[src/rtl/cam_pkg.sv]
// Shared types and helpers for the OV7670 capture controller.
package cam_pkg;

  localparam int unsigned WIDTH_DEF  = 176;
  localparam int unsigned HEIGHT_DEF = 144;
  localparam int unsigned ADDR_W_DEF = 15;

  typedef enum logic [1:0] {
    IDLE,
    WAIT_VS,
    CAPTURE,
    DONE
  } state_t;

  // hi = {R[4:0],G[5:3]}, lo = {G[2:0],B[4:0]} -> {R[4:2],G[5:3],B[4:3]}
  function automatic logic [7:0] rgb565_to_332(input logic [7:0] hi, input logic [7:0] lo);
    return {hi[7:5], hi[2:0], lo[4:3]};
  endfunction

endpackage

[src/rtl/cam_capture_ctrl_if.sv]
// Camera pins, consumer handshake and frame-buffer write port of the capture controller.
// Statistics signals exist only when CAM_CAPTURE_STATS_EN is defined.
interface cam_capture_ctrl_if #(
  parameter int unsigned ADDR_W = 15
);
  logic              cam_pclk;
  logic              cam_href;
  logic              cam_vsync;
  logic [7:0]        cam_d;
  logic              arm;
  logic              continuous;
  logic [ADDR_W-1:0] wr_addr;
  logic [7:0]        wr_data;
  logic              wr_en;
  logic              busy;
  logic              frame_done;
  logic              frame_err;
`ifdef CAM_CAPTURE_STATS_EN
  logic [9:0]        stat_lines;
  logic [9:0]        stat_pix;

  modport master (
    input  cam_pclk, cam_href, cam_vsync, cam_d, arm, continuous,
    output wr_addr, wr_data, wr_en, busy, frame_done, frame_err, stat_lines, stat_pix
  );
  modport slave (
    output cam_pclk, cam_href, cam_vsync, cam_d, arm, continuous,
    input  wr_addr, wr_data, wr_en, busy, frame_done, frame_err, stat_lines, stat_pix
  );
`else
  modport master (
    input  cam_pclk, cam_href, cam_vsync, cam_d, arm, continuous,
    output wr_addr, wr_data, wr_en, busy, frame_done, frame_err
  );
  modport slave (
    output cam_pclk, cam_href, cam_vsync, cam_d, arm, continuous,
    input  wr_addr, wr_data, wr_en, busy, frame_done, frame_err
  );
`endif
endinterface

[src/rtl/cam_sync_edge.sv]
// Two-flop synchroniser with registered level and rise/fall pulses, all aligned.
module cam_sync_edge (
  input  logic clk,
  input  logic reset_n,
  input  logic async_in,
  output logic level,
  output logic rise,
  output logic fall
);
  logic s1, s2;

  always_ff @(posedge clk) begin
    if (!reset_n) begin
      s1    <= 1'b0;
      s2    <= 1'b0;
      level <= 1'b0;
      rise  <= 1'b0;
      fall  <= 1'b0;
    end else begin
      s1    <= async_in;
      s2    <= s1;
      level <= s2;
      rise  <= s2 & ~level;
      fall  <= ~s2 & level;
    end
  end
endmodule

[src/rtl/cam_capture_ctrl.sv]
// OV7670 frame capture: oversampled camera bus -> RGB332 writes into the frame buffer.
// Optional CAM_CAPTURE_STATS_EN adds per-frame line/pixel statistics.
module cam_capture_ctrl
  import cam_pkg::*;
#(
  parameter int unsigned WIDTH  = WIDTH_DEF,
  parameter int unsigned HEIGHT = HEIGHT_DEF,
  parameter int unsigned ADDR_W = ADDR_W_DEF
) (
  input  logic               clk,
  input  logic               reset_n,
  cam_capture_ctrl_if.master bus
);
  localparam int unsigned XW = $clog2(WIDTH + 1);
  localparam int unsigned YW = $clog2(HEIGHT + 1);

  logic pclk_lvl, pclk_rise, pclk_fall;
  logic href_lvl, href_rise, href_fall;
  logic vs_lvl, vs_rise, vs_fall;
  logic [7:0] d_s1, d_s2;

  cam_sync_edge u_sync_pclk (.clk(clk), .reset_n(reset_n), .async_in(bus.cam_pclk),
                             .level(pclk_lvl), .rise(pclk_rise), .fall(pclk_fall));
  cam_sync_edge u_sync_href (.clk(clk), .reset_n(reset_n), .async_in(bus.cam_href),
                             .level(href_lvl), .rise(href_rise), .fall(href_fall));
  cam_sync_edge u_sync_vs   (.clk(clk), .reset_n(reset_n), .async_in(bus.cam_vsync),
                             .level(vs_lvl), .rise(vs_rise), .fall(vs_fall));

  logic unused_edges;
  assign unused_edges = ^{pclk_lvl, pclk_fall, vs_lvl, href_rise};

  // Data bus: plain two-flop sync; stable around PCLK rise because PCLK <= CLK/4
  always_ff @(posedge clk) begin
    if (!reset_n) begin
      d_s1 <= '0;
      d_s2 <= '0;
    end else begin
      d_s1 <= bus.cam_d;
      d_s2 <= d_s1;
    end
  end

  state_t            state_q, state_d;
  logic [XW-1:0]     x_q, x_d;
  logic [YW-1:0]     y_q, y_d;
  logic              phase_q, phase_d;
  logic [ADDR_W-1:0] base_q, base_d;
  logic [7:0]        byte0_q, byte0_d;
  logic [ADDR_W-1:0] wr_addr_q, wr_addr_d;
  logic [7:0]        wr_data_q, wr_data_d;
  logic              wr_en_q, wr_en_d;
  logic              busy_q, busy_d;
  logic              done_q, done_d;
  logic              err_q, err_d;
`ifdef CAM_CAPTURE_STATS_EN
  logic [9:0]        lines_q, lines_d, pix_q, pix_d;
  logic [9:0]        stat_lines_q, stat_lines_d, stat_pix_q, stat_pix_d;
`endif

  always_ff @(posedge clk) begin
    if (!reset_n) begin
      state_q   <= IDLE;
      x_q       <= '0;
      y_q       <= '0;
      phase_q   <= 1'b0;
      base_q    <= '0;
      byte0_q   <= '0;
      wr_addr_q <= '0;
      wr_data_q <= '0;
      wr_en_q   <= 1'b0;
      busy_q    <= 1'b0;
      done_q    <= 1'b0;
      err_q     <= 1'b0;
`ifdef CAM_CAPTURE_STATS_EN
      lines_q      <= '0;
      pix_q        <= '0;
      stat_lines_q <= '0;
      stat_pix_q   <= '0;
`endif
    end else begin
      state_q   <= state_d;
      x_q       <= x_d;
      y_q       <= y_d;
      phase_q   <= phase_d;
      base_q    <= base_d;
      byte0_q   <= byte0_d;
      wr_addr_q <= wr_addr_d;
      wr_data_q <= wr_data_d;
      wr_en_q   <= wr_en_d;
      busy_q    <= busy_d;
      done_q    <= done_d;
      err_q     <= err_d;
`ifdef CAM_CAPTURE_STATS_EN
      lines_q      <= lines_d;
      pix_q        <= pix_d;
      stat_lines_q <= stat_lines_d;
      stat_pix_q   <= stat_pix_d;
`endif
    end
  end

  always_comb begin
    state_d   = state_q;
    x_d       = x_q;
    y_d       = y_q;
    phase_d   = phase_q;
    base_d    = base_q;
    byte0_d   = byte0_q;
    wr_addr_d = wr_addr_q;
    wr_data_d = wr_data_q;
    wr_en_d   = 1'b0;
    busy_d    = busy_q;
    done_d    = 1'b0;
    err_d     = err_q;
`ifdef CAM_CAPTURE_STATS_EN
    lines_d      = lines_q;
    pix_d        = pix_q;
    stat_lines_d = stat_lines_q;
    stat_pix_d   = stat_pix_q;
`endif

    case (state_q)
      IDLE: begin
        busy_d = 1'b0;
        if (bus.arm || bus.continuous) begin
          state_d = WAIT_VS;
          busy_d  = 1'b1;
          err_d   = 1'b0;
        end
      end

      WAIT_VS: begin
        if (vs_fall) begin
          state_d = CAPTURE;
          x_d     = '0;
          y_d     = '0;
          phase_d = 1'b0;
          base_d  = '0;
        end
      end

      CAPTURE: begin
        if (vs_rise) begin
          state_d = DONE;
          busy_d  = 1'b0;
          done_d  = 1'b1;
          if (y_q < YW'(HEIGHT) || href_lvl) err_d = 1'b1;
        end else if (href_fall) begin
          // An odd byte count leaves a half pixel that is discarded
          if (phase_q) err_d = 1'b1;
          x_d     = '0;
          phase_d = 1'b0;
          if (y_q < YW'(HEIGHT)) begin
            y_d    = y_q + YW'(1);
            base_d = base_q + ADDR_W'(WIDTH);
          end
        end else if (pclk_rise && href_lvl) begin
          if (!phase_q) begin
            byte0_d = d_s2;
            phase_d = 1'b1;
          end else begin
            phase_d   = 1'b0;
            wr_data_d = rgb565_to_332(byte0_q, d_s2);
            if (x_q < XW'(WIDTH) && y_q < YW'(HEIGHT)) begin
              wr_addr_d = base_q + ADDR_W'(x_q);
              wr_en_d   = 1'b1;
            end
            if (x_q < XW'(WIDTH)) x_d = x_q + XW'(1);
          end
        end
      end

      DONE: begin
        // ARM seen during the FRAME_DONE cycle re-arms here, one cycle later
        if (bus.arm || bus.continuous) begin
          state_d = WAIT_VS;
          busy_d  = 1'b1;
          err_d   = 1'b0;
        end else begin
          state_d = IDLE;
        end
      end

      default: state_d = IDLE;
    endcase

`ifdef CAM_CAPTURE_STATS_EN
    if (state_q == WAIT_VS && vs_fall) begin
      lines_d = '0;
      pix_d   = '0;
    end
    if (state_q == CAPTURE) begin
      if (href_rise) begin
        lines_d = lines_q + 10'd1;
        pix_d   = '0;
      end else if (pclk_rise && href_lvl && phase_q) begin
        pix_d = pix_q + 10'd1;
      end
      if (vs_rise) begin
        stat_lines_d = lines_q;
        stat_pix_d   = pix_q;
      end
    end
`endif
  end

  assign bus.wr_addr    = wr_addr_q;
  assign bus.wr_data    = wr_data_q;
  assign bus.wr_en      = wr_en_q;
  assign bus.busy       = busy_q;
  assign bus.frame_done = done_q;
  assign bus.frame_err  = err_q;
`ifdef CAM_CAPTURE_STATS_EN
  assign bus.stat_lines = stat_lines_q;
  assign bus.stat_pix   = stat_pix_q;
`endif

endmodule

[src/flat_wrapper.sv]
// flat-port wrapper written by rule: the top's interface ports become plain ports
module cam_capture_ctrl_flat import cam_pkg::*;
#(
  parameter int unsigned WIDTH  = WIDTH_DEF,
  parameter int unsigned HEIGHT = HEIGHT_DEF,
  parameter int unsigned ADDR_W = ADDR_W_DEF
)
  (clk, reset_n, bus_cam_pclk, bus_cam_href, bus_cam_vsync, bus_cam_d, bus_arm, bus_continuous, bus_wr_addr, bus_wr_data, bus_wr_en, bus_busy, bus_frame_done, bus_frame_err);
  cam_capture_ctrl_if #(.ADDR_W(ADDR_W)) bus_i ();
  input  logic clk;
  input  logic reset_n;
  input wire logic [$bits(bus_i.cam_pclk)-1:0] bus_cam_pclk;
  input wire logic [$bits(bus_i.cam_href)-1:0] bus_cam_href;
  input wire logic [$bits(bus_i.cam_vsync)-1:0] bus_cam_vsync;
  input wire logic [$bits(bus_i.cam_d)-1:0] bus_cam_d;
  input wire logic [$bits(bus_i.arm)-1:0] bus_arm;
  input wire logic [$bits(bus_i.continuous)-1:0] bus_continuous;
  output wire logic [$bits(bus_i.wr_addr)-1:0] bus_wr_addr;
  output wire logic [$bits(bus_i.wr_data)-1:0] bus_wr_data;
  output wire logic [$bits(bus_i.wr_en)-1:0] bus_wr_en;
  output wire logic [$bits(bus_i.busy)-1:0] bus_busy;
  output wire logic [$bits(bus_i.frame_done)-1:0] bus_frame_done;
  output wire logic [$bits(bus_i.frame_err)-1:0] bus_frame_err;
  assign bus_i.cam_pclk = bus_cam_pclk;
  assign bus_i.cam_href = bus_cam_href;
  assign bus_i.cam_vsync = bus_cam_vsync;
  assign bus_i.cam_d = bus_cam_d;
  assign bus_i.arm = bus_arm;
  assign bus_i.continuous = bus_continuous;
  assign bus_wr_addr = bus_i.wr_addr;
  assign bus_wr_data = bus_i.wr_data;
  assign bus_wr_en = bus_i.wr_en;
  assign bus_busy = bus_i.busy;
  assign bus_frame_done = bus_i.frame_done;
  assign bus_frame_err = bus_i.frame_err;
  cam_capture_ctrl #(.WIDTH(WIDTH), .HEIGHT(HEIGHT), .ADDR_W(ADDR_W)) u_core (.clk(clk), .reset_n(reset_n), .bus(bus_i));
endmodule
[config.mk]
export PLATFORM = sky130hd
export DESIGN_NAME = cam_capture_ctrl_flat
export DESIGN_NICKNAME = d
export VERILOG_FILES = /design/src/rtl/cam_pkg.sv /design/src/rtl/cam_capture_ctrl_if.sv /design/src/rtl/cam_sync_edge.sv /design/src/rtl/cam_capture_ctrl.sv /design/src/flat_wrapper.sv
export SDC_FILE = /design/constraint.sdc
export NUM_CORES = 1
export LEC_CHECK = 0
export BUFFER_PORTS_ARGS = -buffer_cell sky130_fd_sc_hd__buf_4
export CAP_MARGIN = 20
export CORE_ASPECT_RATIO = 0.7
export CORE_MARGIN = 1.5
export CORE_UTILIZATION = 52
export CTS_CLUSTER_DIAMETER = 100
export CTS_CLUSTER_SIZE = 24
export DETAILED_ROUTE_END_ITERATION = 8
export GPL_ROUTABILITY_DRIVEN = 0
export PLACE_DENSITY = 0.75
export SLEW_MARGIN = 20
export SYNTH_ARGS = -nofsm -noshare
export SYNTH_HDL_FRONTEND = slang
export SYNTH_HIERARCHICAL = 1
export SYNTH_SLANG_ARGS = --single-unit
[constraint.sdc]
create_clock -name clk -period 1.9 [get_ports clk]
set_input_delay 0.095 -clock clk [delete_from_list [all_inputs] [get_ports clk]]
set_output_delay 0.095 -clock clk [all_outputs]
set_load 0.005 [all_outputs]
==> results.tsv, run 1 <==
stage	metric	value	unit
worst_setup_path	cp_slowest_cell	or3_1	
cts	cts_sinks	92	
worst_setup_path	cp.arrival	2.11	ns
global_routing	track_usage	0.198	
worst_setup_path	cpPeakStageDelay	0.33	ns
route	avgViaCountPerCell	5.13	
global_routing	antenna_found_initial	0	
hold_path	min_from	reset_n	
route	vias	2898	
placement	dpl.hpwl	4970	um
sta	finClkSkew	0.00895	ns
worst_setup_path	cp-end-kind	flop	
cts	path_clk_slew	0.09	ns
cts	postCtsSetupRepairBufs	0	
floorplan	fp.dieH	74.5	um
sta	hold_viol	0	
worst_setup_path	crit_start	u_core/state_q[0]	
power	total_power	4.51	mW
synth	syn-cell-area	0.00380	mm^2
floorplan	rows	25	
sta	fin_ws	0.0863	ns
cts	clk_path_buf_depth	2	
finish	nNetsFinal	494	
floorplan	core	0.00691	mm^2
flow_run	cap_violations	0	
route	routedWlPerCell	12.8	um
synth	syn_avg_cell_area	9.54	um^2
sta	setup_violations	0	
power	powerDensity	957	mW/mm^2
power	leakage	1.89	nW
sta	tightest_slew	0.539	ns
worst_setup_path	r2r_slack	0.09	ns
synth	yosysWarnings	6	
global_routing	grt_pass1_wl	12100	um
route	final_antenna_net_count	0	
hold_path	min_path_type	input pin to flop	
cts	cts_root_buffer	clkbuf_8	
finish	drive_above_1_share	0.217	
cts	clkLatencyLatePin	0.36	ns
synth	syn_nets	426	
worst_setup_path	required	2.20	ns
floorplan	dieWidth	105	um
route	dr.first_iter.drc_count	108	
cts	cts_made_buffers	9	
global_routing	grt_max_degree	42	
power	max-vdd-ir-drop	0.723	mV
floorplan	start_util	0.549	
worst_setup_path	cp-start-kind	flop	
cts	htreeDepth	3	
sta	finalCriticalPeriod	1.81	ns
sta	fmax	551	MHz
finish	antennaDiodeCount	0	
global_routing	grt_pass1_vias	2629	
route	wl	7230	um
floorplan	io_pins	42	
synth	netlist_instances	398	
route	drc_errors	0	
sta	slew_viol_final	0	
worst_setup_path	crit_type	flop to flop	
placement	io_buffers	41	
worst_setup_path	crit_path_max_fanout	6	
worst_setup_path	critical_path.cell_chain	buf_4, ha_2, mux2i_2, a211o_4, buf_6, or3_1, a21oi_1	
sta	whs	0.152	ns
cts	cts_tree	yes	
sta	max-slew-margin-rel	0.637	
floorplan	dieArea	0.00783	mm^2
worst_setup_path	timing.rr.start	u_core/state_q[0]	
sta	fin_crit_sh	0.955	
route	dr.pass1.iters	4	
placement	place_ws	-0.0124	ns
finish	syn_to_final_growth	24.2	%
global_routing	grt_overflow	0	
outcome	outcome	completed	
## layer usage
metal / vias to the layer above / track usage / part of all wire
met5: - / 0 / 0
met4: 0 / 0.0685 / 0.010
met3: 6 / 0.0666 / 0.033
met2: 38 / 0.316 / 0.46
met1: 1360 / 0.256 / 0.50
li1: 1494 / - / -
## placed cells by master, fill, tap and decap left out, types with 5 or more instances in the layout
cell            n
xnor2_1        10
or3_1           6
inv_1          10
dfxtp_1        91
buf_4          60
ha_1           11
and2_2          9
nand2b_1        5
a211oi_1        6
a21oi_1        18
xor2_1         18
nand3_1         8
clkbuf_8        9
nand2_1        19
mux2i_1        22
o21ai_0        15
nor2_1         54
and2_1         19
dlygate4sd3_1  11
o211ai_1        6
and3_1          7
nand4_1         5
## stage by stage
stage | setup TNS [ns] | instances | utilization | instance area [um^2]
after floorplan | 0 | 398 | - | 3810
after global placement | 0 | 538 | 0.625 | 4320
after detailed placement | -0.0233 | 538 | 0.625 | 4320
after CTS | -0.0270 | 565 | 0.673 | 4660
after global routing | -0.0258 | 565 | 0.682 | 4710
final | 0 | 565 | 0.682 | 4710
## power by group
part | leakage (nW) | switching, mW | internal [mW]
registers | 0.748 | 0.0689 | 2.02
clock network | 0.105 | 0.689 | 0.755
logic | 1.04 | 0.492 | 0.490
total | 1.89 | 1.25 | 3.26
## sequential cells by signal, indices dropped and copies added (netlist names), 2 cells and up
name and flops:
u_core/byte0_q 6, u_core/x_q 8, u_core/y_q 8, u_core/bus.wr_addr 15
u_core/state_q 2, u_core/d_s1 8, u_core/d_s2 8, u_core/base_q 11
u_core/bus.wr_data 8
## cell type report
type	count	area [um^2]
multi-input combinational	279	1890
clock inverter	6	95.1
clock buffer	10	128
sequential	92	1840
fill	552	2200
tap	94	118
inverter	10	37.5
timing repair buffer	74	603
## worst paths after layout
check             depth (start not counted)                      to
setup / recovery                          7        u_core/base_q[8]
hold / removal                            3  u_core/bus.wr_addr[10]
setup reg to reg                          7        u_core/base_q[8]
hold reg to reg                           1          u_core/d_s2[3]
## worst max-delay path, delay by kind of cell (launching register included)
family / cells / cell delay (ns)
fa+ha+maj: 1 / 0.20
flops: 1 / 0.31
compound gates: 2 / 0.47
buf+inv: 2 / 0.28
mux: 1 / 0.16
simple gates: 1 / 0.33
## what timing repair did
item	CTS	global route
endpoints found under the setup margin	5	29
hold buffers	11	0
hold endpoints to repair	11	0
pin swaps	1	1
gates resized for setup	0	13
(Power assumes the default switching activity.)
==> run 2: changes to the inputs <==
- clock period: 1.9 -> 1.5 ns (I/O delays scaled with it)
==> results.tsv, run 2 (synthesis gave the netlist of run 1 again) <==
stage	metric	value	unit
global_routing	grt_max_degree	42	
power	max-vdd-ir-drop	0.627	mV
outcome	outcome	finished, violations left	
sta	fin_ws	-0.343	ns
sta	fin_crit_sh	1.23	
flow_run	cap_violations	0	
sta	fmax	543	MHz
floorplan	dieWidth	105	um
worst_setup_path	required	1.76	ns
global_routing	grt_pass1_vias	3250	
worst_setup_path	worst_r2r_path_depth	9	
worst_setup_path	r2r_slack	-0.34	ns
finish	final_cell_mix	buf_4, dfxtp_1, nor2_1	
power	total_power	6.32	mW
sta	slew_viol_final	0	
power	leakage	2.22	nW
finish	final_common_cell	buf_4	
worst_setup_path	cpPeakStageDelay	0.40	ns
worst_setup_path	crit_buf_inv	3	
global_routing	antenna_found_initial	0	
hold_path	min_delay_path_depth	3	
worst_setup_path	path_common_cell	buf_6	
route	routedWlPerCell	17.9	um
global_routing	grt_overflow	0	
floorplan	io_pins	42	
placement	dpl.hpwl	5720	um
cts	clk_path_buf_depth	2	
finish	syn_to_final_growth	43.5	%
floorplan	start_util	0.549	
route	dr.pass1.iters	4	
finish	drive_above_1_share	0.387	
global_routing	track_usage	0.264	
cts	clkLatencyLatePin	0.37	ns
sta	finClkSkew	0.0119	ns
floorplan	core	0.00691	mm^2
cts	cts_sinks	92	
worst_setup_path	cp.depth	9	
placement	io_buffers	41	
floorplan	fp.dieH	74.5	um
worst_setup_path	cp.arrival	2.10	ns
sta	setup_violations	61	
finish	largest_register_ffs	15	
power	powerDensity	1160	mW/mm^2
hold_path	hold_end	u_core/bus.wr_addr[10]	
sta	finalCriticalPeriod	1.84	ns
finish	nNetsFinal	543	
route	wl	11000	um
sta	hold_viol	0	
worst_setup_path	cpLargestDelayFamily	flip-flops	
sta	rsz0062_at_grt	yes	
global_routing	grt_pass1_wl	15900	um
finish	antennaDiodeCount	0	
hold_path	min_from	reset_n	
cts	cts_tree	yes	
worst_setup_path	crit_type	flop to flop	
floorplan	rows	25	
cts	path_clk_slew	0.09	ns
route	final_antenna_net_count	0	
cts	cts_root_buffer	clkbuf_8	
finish	n_fill_cell	396	
sta	tns	-11.88	ns
worst_setup_path	cp-end-kind	flop	
cts	cts_made_buffers	9	
route	dr.first_iter.drc_count	209	
worst_setup_path	cp-start-kind	flop	
route	vias	3389	
hold_path	min_path_type	input pin to flop	
cts	htreeDepth	3	
worst_setup_path	critical_path.cell_chain	inv_4, ha_4, mux2i_4, buf_6, a21oi_4, buf_6, o211ai_1, xor2_1, nor2_1	
route	drc_errors	0	
floorplan	dieArea	0.00783	mm^2
outcome	violations	negative setup slack	
worst_setup_path	r2r-end	u_core/x_q[5]	
sta	whs	0.139	ns
worst_setup_path	timing.rr.start	u_core/state_q[1]	
route	avgViaCountPerCell	5.52	
worst_setup_path	crit_path_max_fanout	5	
worst_setup_path	cp_slowest_cell	dfxtp_4	
-- run 2: final cells by class --
type	count	area [um^2]	area share
multi-input cells	281	2230	0.410
flip-flops and latches	92	1860	0.341
repair buffers	121	1000	0.183
clock buffers	10	128	0.0234
well taps	94	118	0.0216
clock inverters	6	72.6	0.0133
inverters	10	42.5	0.00781
-- run 2: what timing repair did --
action / in CTS / in global routing
resized for setup: 55 / 30
cloned: 2 / 0
buffers inserted: 7 / 6
endpoints found under the hold margin: 11 / 0
hold buffers: 11 / 0
pin swaps: 28 / 17
setup endpoints to repair: 54 / 62
-- run 2: per-stage QoR --
stage	worst slack, ns	utilization	std cells	cell area [um^2]
after global placement	-0.260	0.676	575	4670
after floorplan	-0.205	-	398	3920
after CTS	-0.229	0.768	611	5310
after detailed placement	-0.293	0.676	575	4670
final	-0.343	0.788	614	5450
after global routing	-0.391	0.788	614	5450
-- run 2: worst max-delay path by stage --
stage                            startpoint           endpoint  slack [ns]
after global placement    u_core/state_q[0]  u_core/base_q[13]       -0.26
after global routing      u_core/state_q[1]      u_core/x_q[5]       -0.39
after floorplan           u_core/state_q[0]  u_core/base_q[13]       -0.21
final                     u_core/state_q[1]      u_core/x_q[5]       -0.34
after detailed placement  u_core/state_q[0]  u_core/base_q[13]       -0.29
after CTS                 u_core/state_q[1]      u_core/y_q[0]       -0.23
-- run 2: per-layer routing --
layer | track usage | share of wire | vias to the layer above
li1 | - | - | 1604
met1 | 0.318 | 0.41 | 1651
met2 | 0.463 | 0.50 | 109
met3 | 0.0570 | 0.059 | 25
met4 | 0.119 | 0.023 | 0
met5 | 0 | 0 | -
-- run 2: worst min-delay path, cell delays in order --
cell     delay [ns]
buf_4          0.24
o21ai_2        0.09
a21oi_1        0.04
-- run 2: power breakdown --
part	total, mW	internal [mW]	switching [mW]	leakage, nW
sequential	2.68	2.57	0.114	0.750
clock	1.71	0.789	0.918	0.0975
combinational	1.93	0.990	0.939	1.38
==> run 3: changes to the inputs <==
- CORE_UTILIZATION: 52 -> 55
- clock period: 1.5 -> 2.1 ns (I/O delays scaled with it)
==> results.tsv, run 3 (synthesis gave the netlist of run 1 again) <==
stage	metric	value	unit
finish	final_common_cell	dfxtp_1	
sta	hold_viol	0	
global_routing	grt_max_degree	42	
route	drc_errors	0	
cts	cts_root_buffer	clkbuf_8	
global_routing	grt_pass1_vias	2602	
placement	place_ws	0.0609	ns
floorplan	core	0.00673	mm^2
floorplan	rows	25	
global_routing	grt_pass1_wl	11500	um
route	top_layer	met4	
finish	n_fill_cell	546	
hold_path	min_path_type	input pin to flop	
power	max-vdd-ir-drop	0.499	mV
floorplan	start_util	0.564	
cts	clkLatencyLatePin	0.36	ns
route	dr.pass1.iters	4	
worst_setup_path	crit_type	flop to flop	
finish	syn_to_final_growth	20.1	%
worst_setup_path	crit_path_max_fanout	12	
sta	setup_violations	0	
sta	tightest_slew	0.509	ns
placement	dpl.hpwl	4610	um
sta	finalCriticalPeriod	1.99	ns
power	leakage	1.83	nW
floorplan	dieWidth	102	um
finish	finalInstanceArea	0.00456	mm^2
sta	finClkSkew	0.00854	ns
route	avgViaCountPerCell	5.08	
sta	slew_viol_final	0	
placement	dpl_cell_area	0.00424	mm^2
flow_run	cap_violations	0	
outcome	outcome	completed	
floorplan	io_pins	42	
worst_setup_path	cp-start-kind	flop	
route	routedWlPerCell	12.2	um
route	met2_length	3240	um
global_routing	track_usage	0.200	
cts	cts_sinks	92	
finish	largest_register_ffs	15	
sta	whs	0.172	ns
cts	path_clk_slew	0.09	ns
sta	fmax	502	MHz
route	wl_met3	182	um
finish	antennaDiodeCount	0	
route	final_antenna_net_count	0	
power	powerDensity	819	mW/mm^2
cts	clk_path_buf_depth	2	
finish	final_cell_mix	dfxtp_1, nor2_1, buf_4	
route	detail_route.wirelength.met1	3290	um
finish	nNetsFinal	484	
sta	max-slew-margin-rel	0.661	
placement	io_buffers	41	
cts	cts_made_buffers	9	
route	dr.first_iter.drc_count	150	
global_routing	grt_overflow	0	
floorplan	fp.dieH	72.5	um
route	vias	2818	
cts	htreeDepth	3	
route	wl	6760	um
cts	cts_tree	yes	
floorplan	dieArea	0.00742	mm^2
sta	fin_crit_sh	0.949	
worst_setup_path	cp.arrival	2.28	ns
sta	fin_ws	0.107	ns
finish	drive_above_1_share	0.191	
worst_setup_path	required	2.38	ns
sta	tns	0	ns
global_routing	antenna_found_initial	0	
worst_setup_path	cp-end-kind	flop	
run 3: through the flow:
stage | instances | util | power (mW)
final | 555 | 0.678 | 3.73
after global routing | 555 | 0.678 | 3.95
after CTS | 554 | 0.676 | 3.77
after detailed placement | 527 | 0.631 | 2.62
after global placement | 527 | 0.631 | 2.59
after floorplan | 398 | - | 2.40
run 3: worst max-delay path, stage by stage, from the launching register on:
cell     delay, ns
dfxtp_2       0.39
inv_1         0.09
ha_1          0.23
buf_4         0.18
a211o_2       0.37
buf_4         0.20
or3_1         0.31
a21oi_1       0.15
run 3: timing repair:
item                                   in CTS  in global routing
setup buffers                               0                  1
endpoints found under the hold margin      11                  0
resized for setup                           0                  4
setup endpoints to repair                   0                 18
hold buffers                               11                  0
run 3: final timing paths:
path / slack [ns] / cells after the start / start / end
max: 0.11 / 7 / u_core/state_q[0] / u_core/base_q[5]
min: 0.17 / 3 / reset_n / u_core/bus.wr_addr[9]
max reg2reg: 0.11 / 7 / u_core/state_q[0] / u_core/base_q[5]
min reg2reg: 0.44 / 1 / u_core/d_s1[3] / u_core/d_s2[3]
run 3: per-layer routing:
metal / vias to the layer above / track usage
met4: 0 / 0.0563
met5: - / 0
met3: 4 / 0.0665
li1: 1484 / -
met1: 1292 / 0.258
met2: 38 / 0.324
run 3: cell type report:
type,instances,area [um^2],area share
multi-input combinational,279,1850,0.405
clock inverter,6,56.3,0.0123
sequential,92,1840,0.404
timing repair buffer,64,520,0.114
tap,94,118,0.0258
clock buffer,10,138,0.0302
inverter,10,37.5,0.00823
run 3: where the power goes:
part | internal, mW | switching [mW] | leakage (nW)
sequential | 1.83 | 0.0692 | 0.748
combinational | 0.325 | 0.386 | 0.983
clock | 0.487 | 0.639 | 0.0969
total | 2.64 | 1.09 | 1.83
